## src/rtl/uart_tx_if.sv

```systemverilog
// Byte-stream handshake into the UART transmitter: valid/ready with 8-bit payload.
interface uart_tx_if;
   logic [7:0] i_data;
   logic       i_valid;
   logic       o_ready;

   modport master (output i_data, output i_valid, input o_ready);
   modport slave  (input i_data, input i_valid, output o_ready);
endinterface

```

## src/rtl/uart_tx.sv

```systemverilog
// UART transmitter, LSB first, fed from a small byte FIFO; 8N1 by default.
// Define UART_TX_PARITY_EN to insert an even-parity bit (8E1, 11-bit frames).
module uart_tx #(
   parameter int unsigned CLK_FREQ   = 25_000_000,
   parameter int unsigned BAUD_RATE  = 115_200,
   parameter int unsigned FIFO_DEPTH = 4
) (
   input  logic                        i_clk,
   input  logic                        i_reset_n,
   uart_tx_if.slave                    bus,
   output logic                        o_tx,
   output logic                        o_busy,
   output logic [$clog2(FIFO_DEPTH):0] o_fifo_count
);

   localparam int unsigned CLKS_PER_BIT = CLK_FREQ / BAUD_RATE;
   localparam int unsigned CW   = (CLKS_PER_BIT > 1) ? $clog2(CLKS_PER_BIT) : 1;
   localparam int unsigned PW   = $clog2(FIFO_DEPTH);
   localparam int unsigned CNTW = PW + 1;

   typedef enum logic [2:0] {
      S_IDLE,
      S_START,
      S_DATA,
`ifdef UART_TX_PARITY_EN
      S_PARITY,
`endif
      S_STOP
   } state_e;

   state_e          state_q;
   logic [CW-1:0]   clk_cnt_q;
   logic [2:0]      bit_idx_q;
   logic [7:0]      shift_q;
   logic            tx_q;
`ifdef UART_TX_PARITY_EN
   logic            parity_q;
`endif

   logic [7:0]      mem_q [FIFO_DEPTH];
   logic [PW-1:0]   wr_ptr_q, rd_ptr_q;
   logic [CNTW-1:0] count_q, count_d;
   logic            push_c, pop_c, bit_end_c;
   logic [7:0]      rd_data_c;

   // Ready decodes the registered count only, so a full FIFO refuses a push
   // even on the cycle it pops.
   assign bus.o_ready  = (count_q != CNTW'(FIFO_DEPTH));
   assign push_c       = bus.i_valid && bus.o_ready;
   assign bit_end_c    = (clk_cnt_q == CW'(CLKS_PER_BIT - 1));
   assign pop_c        = (count_q != '0) &&
                         ((state_q == S_IDLE) || ((state_q == S_STOP) && bit_end_c));
   assign count_d      = count_q + CNTW'(push_c) - CNTW'(pop_c);
   assign rd_data_c    = mem_q[rd_ptr_q];

   assign o_tx         = tx_q;
   assign o_busy       = (state_q != S_IDLE) || (count_q != '0);
   assign o_fifo_count = count_q;

   always_ff @(posedge i_clk) begin
      if (push_c) mem_q[wr_ptr_q] <= bus.i_data;
   end

   always_ff @(posedge i_clk or negedge i_reset_n) begin
      if (!i_reset_n) begin
         wr_ptr_q <= '0;
         rd_ptr_q <= '0;
         count_q  <= '0;
      end else begin
         if (push_c) wr_ptr_q <= wr_ptr_q + PW'(1);
         if (pop_c)  rd_ptr_q <= rd_ptr_q + PW'(1);
         count_q <= count_d;
      end
   end

   // Frame sequencer; every bit boundary falls on bit_end_c.
   always_ff @(posedge i_clk or negedge i_reset_n) begin
      if (!i_reset_n) begin
         state_q   <= S_IDLE;
         clk_cnt_q <= '0;
         bit_idx_q <= '0;
         shift_q   <= '0;
         tx_q      <= 1'b1;
`ifdef UART_TX_PARITY_EN
         parity_q  <= 1'b0;
`endif
      end else begin
         case (state_q)
            S_IDLE: begin
               tx_q      <= 1'b1;
               clk_cnt_q <= '0;
               if (pop_c) begin
                  shift_q  <= rd_data_c;
`ifdef UART_TX_PARITY_EN
                  parity_q <= ^rd_data_c;
`endif
                  tx_q     <= 1'b0;
                  state_q  <= S_START;
               end
            end
            S_START: begin
               if (bit_end_c) begin
                  clk_cnt_q <= '0;
                  bit_idx_q <= '0;
                  tx_q      <= shift_q[0];
                  state_q   <= S_DATA;
               end else begin
                  clk_cnt_q <= clk_cnt_q + CW'(1);
               end
            end
            S_DATA: begin
               if (bit_end_c) begin
                  clk_cnt_q <= '0;
                  if (bit_idx_q == 3'd7) begin
`ifdef UART_TX_PARITY_EN
                     tx_q    <= parity_q;
                     state_q <= S_PARITY;
`else
                     tx_q    <= 1'b1;
                     state_q <= S_STOP;
`endif
                  end else begin
                     bit_idx_q <= bit_idx_q + 3'd1;
                     shift_q   <= {1'b0, shift_q[7:1]};
                     tx_q      <= shift_q[1];
                  end
               end else begin
                  clk_cnt_q <= clk_cnt_q + CW'(1);
               end
            end
`ifdef UART_TX_PARITY_EN
            S_PARITY: begin
               if (bit_end_c) begin
                  clk_cnt_q <= '0;
                  tx_q      <= 1'b1;
                  state_q   <= S_STOP;
               end else begin
                  clk_cnt_q <= clk_cnt_q + CW'(1);
               end
            end
`endif
            S_STOP: begin
               if (bit_end_c) begin
                  clk_cnt_q <= '0;
                  // Chain straight into the next start bit when data is waiting.
                  if (pop_c) begin
                     shift_q  <= rd_data_c;
`ifdef UART_TX_PARITY_EN
                     parity_q <= ^rd_data_c;
`endif
                     tx_q     <= 1'b0;
                     state_q  <= S_START;
                  end else begin
                     tx_q     <= 1'b1;
                     state_q  <= S_IDLE;
                  end
               end else begin
                  clk_cnt_q <= clk_cnt_q + CW'(1);
               end
            end
            default: begin
               tx_q    <= 1'b1;
               state_q <= S_IDLE;
            end
         endcase
      end
   end

endmodule
```

## src/flat_wrapper.sv

```systemverilog
// flat-port wrapper written by rule: the top's interface ports become plain ports
module uart_tx_flat 
#(
   parameter int unsigned CLK_FREQ   = 25_000_000,
   parameter int unsigned BAUD_RATE  = 115_200,
   parameter int unsigned FIFO_DEPTH = 4
)
  (i_clk, i_reset_n, o_tx, o_busy, o_fifo_count, bus_i_data, bus_i_valid, bus_o_ready);
  uart_tx_if bus_i ();
  input  logic i_clk;
  input  logic i_reset_n;
  output logic o_tx;
  output logic o_busy;
  output logic [$clog2(FIFO_DEPTH):0] o_fifo_count;
  input wire logic [$bits(bus_i.i_data)-1:0] bus_i_data;
  input wire logic [$bits(bus_i.i_valid)-1:0] bus_i_valid;
  output wire logic [$bits(bus_i.o_ready)-1:0] bus_o_ready;
  assign bus_i.i_data = bus_i_data;
  assign bus_i.i_valid = bus_i_valid;
  assign bus_o_ready = bus_i.o_ready;
  uart_tx #(.CLK_FREQ(CLK_FREQ), .BAUD_RATE(BAUD_RATE), .FIFO_DEPTH(FIFO_DEPTH)) u_core (.i_clk(i_clk), .i_reset_n(i_reset_n), .bus(bus_i), .o_tx(o_tx), .o_busy(o_busy), .o_fifo_count(o_fifo_count));
endmodule
```

## config.mk

```make
export PLATFORM = sky130hd
export DESIGN_NAME = uart_tx_flat
export DESIGN_NICKNAME = d
export VERILOG_FILES = /design/src/rtl/uart_tx_if.sv /design/src/rtl/uart_tx.sv /design/src/flat_wrapper.sv
export SDC_FILE = /design/constraint.sdc
export NUM_CORES = 1
export LEC_CHECK = 0
export CAP_MARGIN = 20
export CORE_ASPECT_RATIO = 0.75
export CORE_MARGIN = 3
export CORE_UTILIZATION = 28
export DETAILED_ROUTE_END_ITERATION = 10
export PLACE_DENSITY = 0.41
export SYNTH_ARGS = -nofsm -noshare
export SYNTH_HDL_FRONTEND = slang
export SYNTH_SLANG_ARGS = --single-unit
```

## constraint.sdc

```tcl
create_clock -name i_clk -period 5 [get_ports i_clk]
set_clock_uncertainty 0.1 [all_clocks]
set_input_delay 1 -clock i_clk [delete_from_list [all_inputs] [get_ports i_clk]]
set_output_delay 1 -clock i_clk [all_outputs]
set_load 0.01 [all_outputs]
```

# Word level (Yosys, flattened, before mapping)
# Memories as Yosys holds them, arrays and structs flattened.
# Index checks and enable logic that the tools add are counted.
# totals
reg_bits,30
ram_bits,32
out_inout_bits,6
mem_count,1
# op_classes
n_addsub,6
eq_ne,12
muxes,26
reduce_logical,16
# memory_table
memory,words,width,rd,rd_ports_with_merged_regs,wr,line_no,text
u_core.mem_q,4,8,1,0,1,uart_tx.sv:40,logic [7:0] mem_q [FIFO_DEPTH];
# op_table
operator,n
two-way mux 8 bit,5
two-way mux 3 bit,8
case mux 8 bit (3 select lines),1
case mux 8 bit (2 select lines),1
case mux 3 bit (4 select lines),1
inequality test 2 x 1 -> 1 bit (second input constant),5
nonzero test 3 bit,3
adder 8 x 1 -> 8 bit (second input constant),1
equality test 8 bit (second input constant),1
two-way mux 1 bit,8
AND reduction 4 bit,2
equality test 3 x 2 -> 1 bit (second input constant),2
case mux 3 bit (2 select lines),1
AND reduction 5 bit,1
adder 2 x 1 -> 2 bit (second input constant),2
case mux 1 bit (4 select lines),1
nonzero test 2 bit,2
adder 3 x 1 -> 3 bit,1
adder 3 x 1 -> 3 bit (second input constant),1
equality test 3 x 1 -> 1 bit (second input constant),1
equality test 3 bit (second input constant),1
logical AND 1 bit,3
logical NOT 3 bit,1
inequality test 3 bit (second input constant),1
other kinds (5),6

# Longest topological paths before layout
# logic_depth
depth_word,7
mapped_depth,12
mapped_depth_nobuf,11

# Worst setup path before layout
# No wires, ideal clock.
# synth_timing
path_type,reg2reg
startpoint,register u_core.clk_cnt_q[0]
endpoint,register u_core.count_q[2] (netlist: u_core.o_fifo_count[2])
setup_ns,0.134
t_arrival_ns,2.235
required_ns,4.766
setup_slack_ns,2.531
stages_incl_launch_ff,12
n_path_buf,0
synth_period_minus_slack_ns,2.469
cell_sequence,dfrtp_1 inv_1 ha_1 nand3b_4 o31ai_4 nor2b_1 a21o_1 ha_1 inv_1 fa_1 xnor2_1 xnor2_1
# synth_between
elab_chain_len,5
# synth_lines
item,line_no,text
from (decl),uart_tx.sv:32,logic [CW-1:0] clk_cnt_q;
from (signal assigned),uart_tx.sv:108,clk_cnt_q <= clk_cnt_q + CW'(1);
from (signal assigned),uart_tx.sv:128,clk_cnt_q <= clk_cnt_q + CW'(1);
from (signal assigned),uart_tx.sv:158,clk_cnt_q <= clk_cnt_q + CW'(1);
equality test 8 bit,uart_tx.sv:50,assign bit_end_c = (clk_cnt_q == CW'(CLKS_PER_BIT - 1));
logical AND 1 bit,uart_tx.sv:52,((state_q == S_IDLE) || ((state_q == S_STOP) && bit_end_c));
logical OR 1 bit,uart_tx.sv:52,
logical AND 1 bit,uart_tx.sv:51,assign pop_c = (count_q != '0) &&
subtractor 3 x 1 -> 3 bit,uart_tx.sv:53,assign count_d = count_q + CNTW'(push_c) - CNTW'(pop_c);
named net u_core.count_d[2],uart_tx.sv:42,"logic [CNTW-1:0] count_q, count_d;"
to (signal assigned),uart_tx.sv:72,count_q <= count_d;
to (decl),uart_tx.sv:42,
# The timed path passes the listed nets, and every way through them passes these cells.
# A chain may end at the register's enable or synchronous reset.

# Worst setup path after layout
# layout_timing
startpoint,register u_core.state_q[0]
endpoint,output o_busy
# layout_between
elab_chain_len,2
# layout_lines
item,line_no,text
from (decl),uart_tx.sv:31,state_e state_q;
from (signal assigned),uart_tx.sv:79,state_q <= S_IDLE;
from (signal assigned),uart_tx.sv:98,state_q <= S_START;
from (signal assigned),uart_tx.sv:106,state_q <= S_DATA;
nonzero test 3 bit,uart_tx.sv:57,assign o_busy = (state_q != S_IDLE) || (count_q != '0);
logical OR 1 bit,uart_tx.sv:57,
to (decl),flat_wrapper.sv:13,output logic o_busy;
# Every way passes these cells.

==> run_summary.xml <==
<?xml version="1.0" encoding="UTF-8"?>
<metrics>
  <group name="clock_network">
    <metric name="worst_setup_hold_path_clk_slew" unit="ns">0.05</metric>
    <metric name="htreeDepth" unit="">3</metric>
    <metric name="cts_num_sinks" unit="">61</metric>
    <metric name="cts-root-to-sink-buffers" unit="">2</metric>
    <metric name="post_cts_hold_buffer_count" unit="">0</metric>
    <metric name="postCtsSetupRepairBufs" unit="">0</metric>
    <metric name="cts-buffers-inserted" unit="">9</metric>
    <metric name="cts_tree" unit="">yes</metric>
    <metric name="worstSkewPairLatency" unit="ns">0.32</metric>
    <metric name="clk_root_buffer_cell" unit="">sky130_fd_sc_hd__clkbuf_16</metric>
    <metric name="cts-resized-gates" unit="">0</metric>
  </group>
  <group name="power_and_ir_drop">
    <metric name="power_frac_comb" unit="%">35.1</metric>
    <metric name="sequentialPowerShare" unit="%">36.7</metric>
    <metric name="power_density" unit="mW/mm²">622</metric>
    <metric name="leakage_power" unit="µW">0.00142</metric>
    <metric name="total_power" unit="µW">2230</metric>
    <metric name="cellInternalPower" unit="µW">1450</metric>
    <metric name="power.switching_fraction" unit="%">35.0</metric>
    <metric name="power_frac_clock" unit="%">28.2</metric>
    <metric name="power_switching" unit="µW">780</metric>
    <metric name="vdd_ir_drop_max" unit="mV">0.220</metric>
  </group>
  <group name="timing">
    <metric name="worst_slew_margin_rel" unit="%">43.4</metric>
    <metric name="final.setup.worst_slack" unit="ns">1.87</metric>
    <metric name="maximum_achievable_frequency" unit="MHz">320</metric>
    <metric name="setup_repair_after_global_routing_missed_its_margin" unit="">no</metric>
    <metric name="timing.final.crit_share" unit="%">62.6</metric>
    <metric name="tightestPinTransition" unit="ns">0.846</metric>
    <metric name="setup_viol" unit="">0</metric>
    <metric name="fin_setup_tns" unit="ns">0</metric>
    <metric name="period_needed" unit="ns">3.13</metric>
    <metric name="final-max-slew-violation-count" unit="">0</metric>
    <metric name="hold_viol" unit="">0</metric>
  </group>
  <group name="finish">
    <metric name="diodes" unit="">0</metric>
    <metric name="final_core_util" unit="%">34.7</metric>
    <metric name="finish.instance_area" unit="mm²">0.00359</metric>
    <metric name="layout_common_cells" unit="">sky130_fd_sc_hd__edfxtp_1 (32), sky130_fd_sc_hd__dfrtp_1 (28), sky130_fd_sc_hd__clkdlybuf4s50_1 (16), sky130_fd_sc_hd__ha_1 (13), sky130_fd_sc_hd__inv_1 (11)</metric>
    <metric name="layout-drive-gt1-share" unit="%">16.9</metric>
    <metric name="nFillCells" unit="">1031</metric>
    <metric name="num-nets-final" unit="">256</metric>
    <metric name="syn2layout_area_growth" unit="%">20.0</metric>
    <metric name="layout_commonest_cell" unit="">sky130_fd_sc_hd__edfxtp_1</metric>
  </group>
  <group name="yosys">
    <metric name="synth_cells" unit="">211</metric>
    <metric name="synth-simple-area-share" unit="%">11.0</metric>
    <metric name="synth-async-reset-ratio" unit="%">47.5</metric>
    <metric name="ys_seq_area_share" unit="%">56.4</metric>
    <metric name="synth_top_flop_cell" unit="">sky130_fd_sc_hd__edfxtp_1</metric>
    <metric name="fraction_of_the_mapped_netlist_area_in_compound_gates" unit="%">12.7</metric>
    <metric name="synthTopCellsByArea" unit="">sky130_fd_sc_hd__edfxtp_1 (32%), sky130_fd_sc_hd__dfrtp_1 (23%), sky130_fd_sc_hd__mux4_2 (6.0%), sky130_fd_sc_hd__ha_1 (5.4%), sky130_fd_sc_hd__o31ai_4 (2.1%)</metric>
    <metric name="synth-xor-area-share" unit="%">3.22</metric>
    <metric name="synth_largest_area_cell" unit="">sky130_fd_sc_hd__edfxtp_1</metric>
    <metric name="largest_family_of_logic_cells_by_synthesized_area" unit="">compound AO/OA/AOI/OAI gates</metric>
    <metric name="ys_ff_latch" unit="">61</metric>
    <metric name="post_synth_fa_ha_maj_area_fraction" unit="%">6.11</metric>
    <metric name="synth_area" unit="mm²">0.00299</metric>
    <metric name="edff_count_synth" unit="">32</metric>
    <metric name="postSynthNetCount" unit="">236</metric>
    <metric name="synth_top_cell_area_share" unit="%">32.1</metric>
    <metric name="yosysWarningCount" unit="">0</metric>
    <metric name="post_synth.cell_area_avg" unit="µm²">14.2</metric>
    <metric name="synthDistinctLibCells" unit="">49</metric>
    <metric name="yosys-mux-area-fraction" unit="%">7.15</metric>
  </group>
  <group name="worst_setup_path">
    <metric name="critical_path_peak_fanout" unit="">12</metric>
    <metric name="class_of_the_most_critical_setup_path" unit="">flip-flop to primary output</metric>
    <metric name="end_kind" unit="">primary output</metric>
    <metric name="critPathLaunchType" unit="">flip-flop</metric>
    <metric name="r2r_setup_slack" unit="ns">2.07</metric>
    <metric name="endpoint_arrival_time_on_the_critical_path" unit="ns">2.03</metric>
    <metric name="worstPathRequired" unit="ns">3.90</metric>
  </group>
  <group name="floorplan">
    <metric name="die-width" unit="µm">125</metric>
    <metric name="io_pins" unit="">17</metric>
    <metric name="vert_die_dim" unit="µm">95.5</metric>
    <metric name="die-area" unit="mm²">0.0120</metric>
    <metric name="core_area" unit="mm²">0.0103</metric>
    <metric name="rows" unit="">32</metric>
    <metric name="initial_utilization" unit="%">28.9</metric>
  </group>
  <group name="global_route">
    <metric name="grt_max_degree" unit="">30</metric>
    <metric name="number_of_antenna_violations_at_the_first_check_in_global_routing" unit="">0</metric>
    <metric name="groute.usage.overall" unit="%">10.7</metric>
    <metric name="grt_pass1_vias" unit="">1798</metric>
    <metric name="overflow" unit="">0</metric>
    <metric name="grt_first_pass_wirelength" unit="µm">9670</metric>
  </group>
  <group name="worst_hold_path">
    <metric name="timing.hold.worst.class" unit="">flip-flop to flip-flop</metric>
  </group>
  <group name="place">
    <metric name="hpwl" unit="µm">3920</metric>
    <metric name="dpl_cell_area" unit="mm²">0.00327</metric>
    <metric name="dpl_worst_slack" unit="ns">2.08</metric>
    <metric name="gp_routability_congestion" unit="">0.702</metric>
    <metric name="port-buffer-count" unit="">16</metric>
  </group>
  <group name="drt">
    <metric name="route.vias.total" unit="">1774</metric>
    <metric name="vias_per_cell" unit="">4.77</metric>
    <metric name="drt-pass1-iter-count" unit="">4</metric>
    <metric name="antenna_left" unit="">0</metric>
    <metric name="wl" unit="µm">5810</metric>
    <metric name="remaining_drc_errors" unit="">0</metric>
    <metric name="route.detailed.wl_per_inst" unit="µm">15.6</metric>
    <metric name="dr.first_iter.drc_count" unit="">111</metric>
  </group>
  <group name="job">
    <metric name="max-cap-violations" unit="">0</metric>
  </group>
  <group name="run_status">
    <metric name="status" unit="">finished clean</metric>
  </group>
</metrics>
==> cell type report <==
type | count | area [µm²] | share of cell area, %
sequential | 61 | 1690 | 47.1
multi-input combinational | 130 | 1200 | 33.5
clock buffer | 10 | 239 | 6.66
timing repair buffer | 18 | 175 | 4.88
tap | 136 | 170 | 4.74
clock inverter | 6 | 72.6 | 2.02
inverter | 11 | 41.3 | 1.15
==> state kept, by name, summed over array words and instances, names as in the netlist <==
register / cells
u_core.state_q: 2
u_core.shift_q: 8
u_core.rd_ptr_q: 2
u_core.o_tx: 1
u_core.wr_ptr_q: 2
u_core.clk_cnt_q: 8
u_core.mem_q: 32
u_core.bit_idx_q: 3
u_core.o_fifo_count: 3
==> metal layers <==
layer  share of wire (%)  wire length [µm]  global-route usage (%)  vias to the layer above
li1                    -                 -                       -                      851
met1                  51              2990                    14.9                      884
met2                  43              2520                    15.4                       32
met3                 3.5               205                    3.36                        7
met4                 1.6                94                    4.87                        0
met5                   0                 0                       0                        -
==> cells in the mapped netlist (all sizes together) (3+ instances only) <==
library cell	count
o211a	6
xnor2	5
nor3	10
buf	6
a22o	3
o21ai	5
nand2	9
xor2	6
mux2	3
edfxtp	32
mux4	8
a31o	6
ha	13
o31ai	3
nand4	6
nor2	8
clkbuf	3
nand3	10
dfrtp	28
inv	11
and3	6
==> metrics by stage <==
| step | hold WS [ns] | cells |
|---|---|---|
| 2_1_floorplan | 0.387 | 211 |
| 6_report | 0.425 | 372 |
| 3_5_place_dp | 0.415 | 355 |
| 5_1_grt | 0.436 | 372 |
| 3_3_place_gp | 0.417 | 355 |
| 4_1_cts | 0.427 | 371 |
==> critical path, cell delays in order (launching register included) <==
cell and delay (ns):
sky130_fd_sc_hd__dfrtp_1 0.41, sky130_fd_sc_hd__inv_1 0.09, sky130_fd_sc_hd__ha_1 0.50, sky130_fd_sc_hd__nand2_1 0.18, sky130_fd_sc_hd__clkdlybuf4s50_1 0.52
==> final timing paths <==
| kind | from | end | cells after the start |
|---|---|---|---|
| setup / recovery | u_core.state_q[0]$_DFFE_PN0P_ | o_busy | 4 |
| hold / removal | u_core.shift_q[6]$_DFFE_PN0P_ | u_core.shift_q[5]$_DFFE_PN0P_ | 1 |
| setup reg to reg | u_core.clk_cnt_q[0]$_DFFE_PN0P_ | u_core.o_fifo_count[2]$_DFF_PN0_ | 11 |
| hold reg to reg | u_core.shift_q[6]$_DFFE_PN0P_ | u_core.shift_q[5]$_DFFE_PN0P_ | 1 |
| max in group asynchronous | i_reset_n | u_core.o_tx$_DFFE_PN1P_ | 2 |
| min in group asynchronous | i_reset_n | u_core.clk_cnt_q[6]$_DFFE_PN0P_ | 2 |
==> power by group through the flow <==
stage | clock network (µW) | registers, µW | logic, µW
floorplan | 0 | 775 | 649
global placement | 0 | 834 | 794
detailed placement | 0 | 833 | 789
CTS | 650 | 825 | 795
global route | 672 | 847 | 866
finish | 628 | 819 | 783
==> logic make-up after synthesis <==
| logic type | Yosys count |
|---|---|
| multiplexers | 11 |
| adder cells (fa/ha/maj) | 14 |
| buffers and inverters | 20 |
| flip-flops | 61 |
| AND/OR/NAND/NOR | 57 |
| AO/OA/AOI/OAI | 37 |
| XOR/XNOR | 11 |
No activity file was read; power rests on OpenSTA's default activity.
